**src/rtl/bin2bcd_seq.sv**
```systemverilog
// bin2bcd_seq
//   Sequential binary-to-BCD converter (shift-add-3 / double dabble), one
//   shift per clock. Sits after the 8-bit counter and feeds the display stage.
//
//   Optional build macro: BIN2BCD_AUTO_CONV_EN
//     defined   : in_valid is ignored; a conversion starts automatically in
//                 IDLE whenever bin_i differs from the last accepted value.
//     undefined : conversions start only via the in_valid handshake.
//
// Ports
//   clk       in   clock, rising edge
//   rst_n     in   asynchronous active-low reset
//   bin_i     in   [WIDTH-1:0]    binary value to convert
//   in_valid  in   request to convert bin_i
//   in_ready  out  idle, able to accept
//   bcd       out  [4*DIGITS-1:0] packed BCD, digit 0 (units) in bits [3:0]
//   out_valid out  one-cycle pulse when bcd is updated
//   busy      out  conversion in progress (== !in_ready)
module bin2bcd_seq #(
    parameter int WIDTH  = 8,
    parameter int DIGITS = 3
) (
    input  logic                  clk,
    input  logic                  rst_n,
    input  logic [WIDTH-1:0]      bin_i,
    input  logic                  in_valid,
    output logic                  in_ready,
    output logic [4*DIGITS-1:0]   bcd,
    output logic                  out_valid,
    output logic                  busy
);

    localparam int CW = $clog2(WIDTH + 1);

    typedef enum logic {
        IDLE  = 1'b0,
        SHIFT = 1'b1
    } state_t;

    state_t                state, state_nxt;
    logic [WIDTH-1:0]      bin_sr;
    logic [4*DIGITS-1:0]   scratch;
    logic [4*DIGITS-1:0]   adj;
    logic [4*DIGITS-1:0]   scratch_nxt;
    logic [CW-1:0]         cnt;
    logic                  start;
    logic                  last_shift;

`ifdef BIN2BCD_AUTO_CONV_EN
    logic [WIDTH-1:0]      last_bin;
    logic                  unused_in_valid;

    assign unused_in_valid = in_valid;
    assign start           = (bin_i != last_bin);

    always_ff @(posedge clk or negedge rst_n) begin
        if (!rst_n) begin
            last_bin <= '0;
        end else if (state == IDLE && start) begin
            last_bin <= bin_i;
        end
    end
`else
    assign start = in_valid;
`endif

    // Shift number WIDTH is the one performed while cnt still reads WIDTH-1.
    assign last_shift = (cnt == CW'(WIDTH - 1));

    // Add 3 to every scratch digit >= 5; digits never exceed 9 here, so the
    // result fits in the nibble.
    always_comb begin
        adj = scratch;
        for (int unsigned k = 0; k < DIGITS; k++) begin
            if (scratch[4*k +: 4] >= 4'd5) begin
                adj[4*k +: 4] = scratch[4*k +: 4] + 4'd3;
            end
        end
    end

    assign scratch_nxt = {adj[4*DIGITS-2:0], bin_sr[WIDTH-1]};

    always_ff @(posedge clk or negedge rst_n) begin
        if (!rst_n) begin
            state <= IDLE;
        end else begin
            state <= state_nxt;
        end
    end

    always_comb begin
        state_nxt = state;
        in_ready  = 1'b0;
        unique case (state)
            IDLE: begin
                in_ready = 1'b1;
                if (start) begin
                    state_nxt = SHIFT;
                end
            end
            SHIFT: begin
                if (last_shift) begin
                    state_nxt = IDLE;
                end
            end
        endcase
        busy = !in_ready;
    end

    always_ff @(posedge clk or negedge rst_n) begin
        if (!rst_n) begin
            bin_sr    <= '0;
            scratch   <= '0;
            cnt       <= '0;
            bcd       <= '0;
            out_valid <= 1'b0;
        end else begin
            out_valid <= 1'b0;
            unique case (state)
                IDLE: begin
                    if (start) begin
                        bin_sr  <= bin_i;
                        scratch <= '0;
                        cnt     <= '0;
                    end
                end
                SHIFT: begin
                    bin_sr  <= {bin_sr[WIDTH-2:0], 1'b0};
                    scratch <= scratch_nxt;
                    cnt     <= cnt + 1'b1;
                    if (last_shift) begin
                        bcd       <= scratch_nxt;
                        out_valid <= 1'b1;
                    end
                end
            endcase
        end
    end

endmodule

```
**config.mk**
```make
export PLATFORM = sky130hd
export DESIGN_NAME = bin2bcd_seq
export DESIGN_NICKNAME = d
export VERILOG_FILES = /design/src/rtl/bin2bcd_seq.sv
export SDC_FILE = /design/constraint.sdc
export NUM_CORES = 1
export LEC_CHECK = 0
export CAP_MARGIN = 20
export CORE_MARGIN = 4
export CORE_UTILIZATION = 45
export CTS_CLUSTER_SIZE = 25
export DETAILED_ROUTE_END_ITERATION = 10
export PLACE_DENSITY = 0.78
export SLEW_MARGIN = 0
export SYNTH_ARGS = -nofsm -noshare
export SYNTH_HDL_FRONTEND = slang
export SYNTH_SLANG_ARGS = --single-unit
```
**constraint.sdc**
```tcl
create_clock -name clk -period 1.9 [get_ports clk]
set_input_delay 0.475 -clock clk [delete_from_list [all_inputs] [get_ports clk]]
set_output_delay 0.475 -clock clk [all_outputs]
set_load 0.05 [all_outputs]
```
==> impl_metrics.toml <==
[sta]
worst_slack_ns = 0.255
drv_slew = 0
fin_worst_skew_ns = 0.00776
post-route-min-period_ns = 1.65
max_freq_mhz = 608
setup_viol = 0
post-route-period-util = 0.866
slew_headroom = 0.687
finalHoldViolCount = 0
worst_pin_slew_ns = 0.470
rsz0062_at_grt = "false"
tns_ns = 0

[synth]
synth_top_area_frac = 0.529
syn_nets = 184
synth_seq_cells = 38
netlist_instances = 166
synth_area_leaders = "dfrtp_1, mux2i_1, ha_1"
synth-seq-area-share = 0.529
syn_area_um2 = 1800
avgSynthCellArea_um2 = 10.8
synth_largest_area_cell = "dfrtp_1"
yosysUniqueCellTypes = 29
yosysWarnings = 0

[worst_setup_path]
start_kind = "flop"
crit_path_end_kind = "output pin"
cp.depth = 2
cp_top_family = "buffers and inverters"
crit_start = "busy"
required_ns = 1.42
path_max_fanout = 18
max_stage_delay_ns = 0.40
crit_type = "reg -> out"
crit_buf_inv = 2
r2r-start = "scratch[8]"
path_cells = "inv_2 -> buf_4"
crit_slowest_cell = "dfrtp_1"
r2r_cells = 5
cp.arrival_ns = 1.17

[clock_network]
numCtsBuffers = 5
clk_pin_slew_ns = 0.06
post_cts_buffers = 0
hold_buffers = 0
clk_path_buf_depth = 2
clock-sinks = 38
cts_tree = "built"
post_cts_resized = 0
clk-insertion-delay-late_ns = 0.29
cts_max_level = 2
cts-root-buf = "clkbuf_8"

[placement]
place_ws_ns = 0.134
numPortBuffers = 25
place_congestion = 0.768
hpwl_mm = 2.62

[cells_and_area]
antenna_cells = 0
drive_above_1_share = 0.217
area_growth_pct = 23.0
finalNetCount = 216

[floorplan]
start_util = 0.476
io_pins = 26
dieArea_um2 = 5070
die_y_um = 71.2
rows = 22
core_area_um2 = 3770
die_w_um = 71.2

[global_route]
track_usage = 0.150
grt_pass1_wl_mm = 6.05
antenna_found_initial = 0
grt_pass1_vias = 1410
grt_max_degree = 39
grt_overflow = 0

[pwr]
p_leak_nw = 1.07
ir_worst_vdd_mv = 0.840
power.density_nw_per_um2 = 1980

[detailed_routing]
ant_nets = 0
wl_mm = 3.51
detail_route.iter0.violations = 61
vias_per_cell = 5.27
wire_per_inst_um = 14.3
drc = 0
route.vias.total = 1297
dr.pass1.iters = 4

[min_path]
holdPathStages = 2
min_from = "bcd[4]"
hold_path.class = "reg -> reg"

[job]
max_cap_viol_count = 0

[run_status]
outcome = "completed"
[through the flow]
step / cell area [um2] / instances / power (mW) / hold slack, ns / utilization
after floorplan: 1800 / 166 / 3.07 / 0.179 / -
after global placement: 2100 / 239 / 3.58 / 0.461 / 0.556
after detailed placement: 2100 / 239 / 3.71 / 0.472 / 0.556
after CTS: 2210 / 246 / 4.40 / 0.489 / 0.586
after global routing: 2210 / 246 / 4.64 / 0.518 / 0.586
final: 2210 / 246 / 4.37 / 0.479 / 0.586
[registers in the layout, indices dropped and copies added, names as in the netlist]
name       count
busy           1
cnt            4
scratch       12
out_valid      1
bcd           12
bin_sr         8
[worst register-to-register path: cells and delay by family, from the launching register on]
family,cells,cell delay [ns]
DFF,1,0.44
AOI/OAI and AO/OA,2,0.36
muxes,1,0.36
adders and majority gates,1,0.22
and+or+nand+nor,1,0.16
[cells in the mapped netlist]
cell	instances
buf_4	1
mux2i_1	10
inv_2	2
nand4b_2	1
a21o_1	5
ha_1	7
a22o_1	2
dfrtp_1	38
a31o_2	1
nor3_1	3
mux2_4	4
nand3_1	2
xnor2_1	4
o31ai_1	1
a21o_2	1
nand2_1	23
a21oi_1	5
and3_1	2
nand2b_1	3
xor2_1	1
o21ai_0	17
mux2_2	2
inv_1	7
nor3b_1	4
nor2_1	5
and2_1	1
o22ai_1	5
buf_2	6
a21oi_2	3
[report_power, final]
group	switching (mW)	total, mW	internal [mW]
registers	0.275	1.45	1.17
logic	1.30	2.23	0.928
clock network	0.267	0.687	0.420
[cells by family (layout without fill, tap and decap cells)]
logic type,count (synthesis),count (layout),share of synthesized area
AO/OA/AOI/OAI,40,40,0.138
XOR/XNOR,5,5,0.0244
adder cells (fa/ha/maj),7,7,0.0487
buffers and inverters,16,48,0.0397
flip-flops,38,38,0.529
multiplexers,16,16,0.102
AND/OR/NAND/NOR,44,44,0.118
[cell usage in the layout, fill, tap and decap left out, types with 2 or more instances in the layout]
cell type        count
nand2b_1             3
a21o_1               5
nor3b_1              4
xnor2_1              4
mux2_2               2
o22ai_1              5
buf_4               21
dfrtp_1             38
nand2_1             23
mux2i_1             10
o21ai_0             17
ha_1                 7
nor2_1               5
a21oi_1              5
nor3_1               3
nand3_1              2
and3_1               2
clkdlybuf4s50_1     10
a21oi_2              3
inv_1                7
mux2_4               4
a22o_1               2
clkbuf_8             6
inv_2                2
[worst paths after layout]
kind,slack (ns),end
min,0.48,bcd[4]
min reg2reg,0.48,bcd[4]
max reg2reg,0.28,scratch[10]
max,0.25,in_ready
min in group asynchronous,0.61,bin_sr[0]
max in group asynchronous,0.96,busy
[layer usage]
metal,global-route usage,vias to the layer above,share of wire
met5,0,-,0
met4,0.0438,0,0.011
met3,0.0497,6,0.052
met2,0.256,31,0.48
met1,0.180,630,0.45
li1,-,630,-
[cell type report]
class	count	area [um2]
inverter	9	33.8
clock buffer	6	82.6
fill	308	1560
multi-input combinational	112	774
timing repair buffer	32	278
clock inverter	1	30.0
tap	48	60.1
sequential	38	951
Note: power is estimated with default switching activity, not from simulation.
